## src/rtl/ternary_neuron_acc.sv

```systemverilog
// ternary_neuron_acc: accumulates signed (pos_cnt - neg_cnt) chunk beats of one
//   ternary-weight neuron, then holds the pre-activation sum and the threshold
//   activation until the consumer takes it.
// Ports: clk/rst (async active-high); in_valid/in_ready + pos_cnt/neg_cnt/in_last
//   form the beat input; out_valid/out_ready + out_sum/out_act/out_err form the
//   result output.
// Latency: out_valid rises 1 clock after the accepted last beat. in_ready is low
//   while a result is held, including the cycle it is taken.
// Build option: define ACC_SAT_EN to saturate the accumulator; otherwise it wraps.
module ternary_neuron_acc #(
  parameter int                        ACC_W     = 10,
  parameter int                        MAX_BEATS = 8,
  parameter logic signed [ACC_W-1:0]   THRESH    = '0
) (
  input  logic                     clk,
  input  logic                     rst,
  input  logic                     in_valid,
  output logic                     in_ready,
  input  logic [4:0]               pos_cnt,
  input  logic [4:0]               neg_cnt,
  input  logic                     in_last,
  output logic                     out_valid,
  input  logic                     out_ready,
  output logic signed [ACC_W-1:0]  out_sum,
  output logic                     out_act,
  output logic                     out_err
);

  typedef enum logic [1:0] {IDLE, ACC, OUT} state_t;

  localparam logic [3:0]              MAX_CNT = 4'(MAX_BEATS);
  localparam logic signed [ACC_W-1:0] ZERO    = '0;
  localparam logic                    RST_ACT = (ZERO >= THRESH);

  state_t                   state, state_nxt;
  logic signed [ACC_W-1:0]  acc, acc_nxt;
  logic [3:0]               beat_cnt;
  logic                     err_flag;
  logic                     accept, last_beat, out_take, over_beat;
  logic signed [5:0]        diff;
  logic signed [ACC_W-1:0]  diff_ext;

  assign in_ready  = (state != OUT);
  assign out_valid = (state == OUT);
  assign accept    = in_valid && in_ready;
  // A single-beat neuron closes on every beat, whatever in_last says.
  assign last_beat = in_last || (MAX_BEATS == 1);
  assign out_take  = out_valid && out_ready;
  assign over_beat = (beat_cnt == MAX_CNT);

  // Counts up to 31 are accepted unchecked; 6 signed bits hold -31..31.
  assign diff     = $signed({1'b0, pos_cnt}) - $signed({1'b0, neg_cnt});
  assign diff_ext = ACC_W'(diff);

`ifdef ACC_SAT_EN
  logic [ACC_W:0] wide;
  always_comb begin
    wide    = {acc[ACC_W-1], acc} + {diff_ext[ACC_W-1], diff_ext};
    acc_nxt = wide[ACC_W-1:0];
    // Top two bits disagree only when the true sum left the ACC_W range.
    if (wide[ACC_W] != wide[ACC_W-1]) begin
      acc_nxt = wide[ACC_W] ? {1'b1, {(ACC_W-1){1'b0}}} : {1'b0, {(ACC_W-1){1'b1}}};
    end
  end
`else
  assign acc_nxt = acc + diff_ext;
`endif

  always_ff @(posedge clk or posedge rst) begin
    if (rst) begin
      state <= IDLE;
    end else begin
      state <= state_nxt;
    end
  end

  always_comb begin
    state_nxt = state;
    case (state)
      IDLE, ACC: begin
        if (accept) begin
          state_nxt = last_beat ? OUT : ACC;
        end
      end
      OUT: begin
        if (out_ready) begin
          state_nxt = IDLE;
        end
      end
      default: state_nxt = IDLE;
    endcase
  end

  always_ff @(posedge clk or posedge rst) begin
    if (rst) begin
      acc      <= '0;
      beat_cnt <= '0;
      err_flag <= 1'b0;
      out_sum  <= '0;
      out_act  <= RST_ACT;
      out_err  <= 1'b0;
    end else if (out_take) begin
      acc      <= '0;
      beat_cnt <= '0;
      err_flag <= 1'b0;
    end else if (accept) begin
      acc <= acc_nxt;
      // Counter parks at 15 so a runaway neuron cannot wrap it back to 0.
      if (beat_cnt != 4'hF) begin
        beat_cnt <= beat_cnt + 4'd1;
      end
      if (over_beat) begin
        err_flag <= 1'b1;
      end
      if (last_beat) begin
        out_sum <= acc_nxt;
        out_act <= (acc_nxt >= THRESH);
        out_err <= err_flag | over_beat;
      end
    end
  end

endmodule
```

## config.mk

```make
export PLATFORM = sky130hd
export DESIGN_NAME = ternary_neuron_acc
export DESIGN_NICKNAME = d
export VERILOG_FILES = /design/src/rtl/ternary_neuron_acc.sv
export SDC_FILE = /design/constraint.sdc
export NUM_CORES = 1
export LEC_CHECK = 0
export ABC_AREA = 1
export ABC_CLOCK_PERIOD_IN_PS = 1600
export CAP_MARGIN = 10
export CORE_ASPECT_RATIO = 0.9
export CORE_MARGIN = 2
export CORE_UTILIZATION = 41
export CTS_CLUSTER_DIAMETER = 40
export DETAILED_ROUTE_END_ITERATION = 7
export PLACE_DENSITY = 0.68
export SETUP_SLACK_MARGIN = 0.15
export SLEW_MARGIN = 5
export SYNTH_ARGS = -nofsm -noshare
export SYNTH_HDL_FRONTEND = slang
export SYNTH_SLANG_ARGS = --single-unit
export TNS_END_PERCENT = 100
```

## constraint.sdc

```tcl
create_clock -name clk -period 1.6 [get_ports clk]
set_input_delay 0.32 -clock clk [delete_from_list [all_inputs] [get_ports clk]]
set_output_delay 0.32 -clock clk [all_outputs]
set_load 0.005 [all_outputs]
```

==> flow_metrics.py <==
metrics = {
    "global_routing": {
        "grt_pass1_wl_um": 7780,
        "antenna_found_initial": 0,
        "grt_max_degree": 30,
        "overflow": 0,
        "grt_pass1_vias": 1776,
        "grt_use_total": 0.179,
    },
    "sta": {
        "hold_viol_final": 0,
        "post-route-period-util": 1.31,
        "tightest_slew_ns": 0.202,
        "period_minus_slack_ns": 2.09,
        "rsz0062_at_grt": "true",
        "finalSetupViolCount": 17,
        "maxSlewViolCount": 0,
        "slew_headroom": 0.866,
        "fmax_ghz": 0.478,
        "fin_skew_ns": 0.00427,
        "layout_setup_ws_ns": -0.490,
    },
    "power_and_ir_drop": {
        "power.density_nw_per_um2": 1710,
        "ir_worst_vdd_v": 0.000976,
        "leakagePower_nw": 1.55,
    },
    "cts": {
        "cts.reportedPaths.clkPinSlew_ns": 0.06,
        "cts_buffers": 5,
        "root_buffer": "clkbuf_8",
        "clk-insertion-delay-late_ns": 0.28,
        "cts_tree": "done",
        "clockBufferDepth": 2,
        "h-tree-depth": 2,
        "cts.sinks": 29,
        "hold_buffers": 0,
    },
    "finish": {
        "nNetsFinal": 349,
        "layout.cells.non_filler": 379,
        "n_antenna_cell": 0,
        "fin_util": 0.657,
        "synthToLayoutAreaGrowth_pct": 52.5,
        "drive_gt1_frac": 0.394,
    },
    "drt": {
        "drtAntennaViolNets": 0,
        "drtIter0Drc": 52,
        "drc": 0,
        "detail_route.first_pass.iterations": 4,
        "via_per_inst": 4.72,
        "wl_um": 4650,
        "wl_per_cell_um": 12.3,
        "vias": 1787,
    },
    "die": {
        "die_width_um": 76.4,
        "rows": 23,
        "die_h_um": 69.1,
        "core_region_area_um2": 4490,
        "start_util": 0.431,
        "ioPinCount": 29,
        "die-area_um2": 5280,
    },
    "synthesis": {
        "netlist.top_cell.by_area": "dfrtp_1",
        "yosysSeqAreaShare": 0.376,
        "netlist.area_leader.share": 0.362,
        "yosysWarningCount": 0,
        "synth-main-ff-cell": "dfrtp_1",
        "syn_area_um2": 1930,
        "syn_inst": 246,
        "synth.distinct_cells": 30,
        "syn_area_per_cell_um2": 7.86,
        "synth_area_leaders": "dfrtp_1 36%, nand2_1 15%, ha_1 10%, inv_1 7.6%, nand3_1 5.7%",
        "synth_edf_count": 0,
        "synth_nets": 279,
        "ys_async_sr_fraction": 1.00,
        "ys_ff_latch": 29,
    },
    "placed_design": {
        "globalplace.congestion": 0.811,
        "detailed_place_hpwl_um": 3070,
        "io_buffers": 28,
        "dp_cells": 356,
        "pre_cts_ws_ns": -1.30,
    },
    "run": {
        "cap_violations": 0,
    },
    "status": {
        "violations": "negative setup slack",
        "outcome": "complete, but fails checks",
    },
    "min_path": {
        "hold_class": "in -> async",
    },
    "critical_path": {
        "cp-end-kind": "flip-flop",
        "worstPathRequired_ns": 1.77,
        "crit_type": "in -> reg",
        "worstSetupStartpointType": "input pin",
        "cp.arrival_ns": 2.26,
        "cp_max_fo": 5,
    },
}
cell usage in the layout, fill, tap and decap left out, drive strengths merged:
master / instances
a2bb2oi: 1
inv: 43
clkbuf: 8
a31oi: 1
xnor2: 3
or2: 2
clkdlybuf4s15: 2
buf: 40
xor2: 4
fa: 2
nand4: 2
dlygate4sd2: 14
dfrtp: 28
clkdlybuf4s50: 4
dfstp: 1
dlymetal6s2s: 3
nand2: 81
a21o: 1
o21ai: 13
clkinv: 1
nor2: 7
o21bai: 1
nand3: 26
a21oi: 11
nand3b: 1
o22ai: 1
ha: 16
worst paths after layout:
kind / from / to / slack (ns) / cells after the start
max reg2reg: acc[0] / out_sum[6] / -0.02 / 8
max in group asynchronous: rst / out_act / 0.99 / 3
max: pos_cnt[0] / out_sum[9] / -0.49 / 17
min: rst / out_sum[1] / 0.38 / 3
min reg2reg: out_sum[6] / out_sum[6] / 0.46 / 2
min in group clk: out_sum[6] / out_sum[6] / 0.46 / 2
layout make-up:
cell class	count	area [µm²]
Clock inverter	1	5.00
Timing Repair Buffer	64	558
Clock buffer	7	96.3
Tap cell	62	77.6
Fill cell	400	1540
Sequential cell	29	727
Inverter	43	189
Multi-Input combinational cell	173	1290
per-layer routing:
metal | global-route usage | wire, µm
met5 | 0 | 0
met4 | 0.0424 | 59
met3 | 0.0432 | 161
met2 | 0.313 | 2320
met1 | 0.224 | 2120
critical path: stages:
cell and delay, ns:
buf_8 0.11, inv_12 0.04, ha_4 0.12, inv_4 0.03
fa_2 0.35, xor2_1 0.19, ha_2 0.35, nand2_2 0.11
nand2_1 0.10, nand2_2 0.08, nand2_1 0.05, nand2_1 0.07
nand3_2 0.09, inv_2 0.08, nand2_2 0.06, nand3_2 0.06
nand2_1 0.04
cells in the mapped netlist, types with 3 or more instances:
library cell and n:
nor2_1 5, o21ai_0 10, xnor2_1 3, nand2_1 78
nand3_1 22, nand3_2 4, xor2_1 4, inv_1 39
dfrtp_1 28, a21oi_1 11, ha_1 16
cell families (layout without fill, tap and decap cells):
| logic type | Yosys count | after routing | share of synthesized area |
|---|---|---|---|
| compound gates | 29 | 29 | 0.0848 |
| xor+xnor | 7 | 7 | 0.0317 |
| fa+ha+maj | 18 | 18 | 0.124 |
| buf+inv | 44 | 115 | 0.0919 |
| flops | 29 | 29 | 0.376 |
| simple gates | 119 | 119 | 0.291 |
sequential cells by signal (all words and copies together) (netlist names):
register,cells
out_err,1
beat_cnt,4
acc,10
out_sum,10
err_flag,1
out_act,1
state,2
report_power, final:
part	internal, W	total, W	switching (W)
clock network	0.000388	0.000670	0.000282
registers	0.00108	0.00132	0.000243
logic	0.00148	0.00305	0.00157
total	0.00295	0.00504	0.00209
through the flow:
stage	hold WS [ns]	setup TNS, ns	instance area, µm²	total power (W)
finish	0.377	-6.80	2950	0.00504
detailed placement	0.457	-21.82	2550	0.00374
global placement	0.456	-21.31	2550	0.00370
floorplan	0.397	-7.48	2030	0.00285
global route	0.404	-8.25	2950	0.00545
CTS	0.379	-6.60	2850	0.00475
what timing repair did:
item,CTS,global route
buffers inserted,10,5
endpoints found under the setup margin,33,22
resized for setup,77,19
pin swaps,43,19
(Power assumes the default switching activity.)
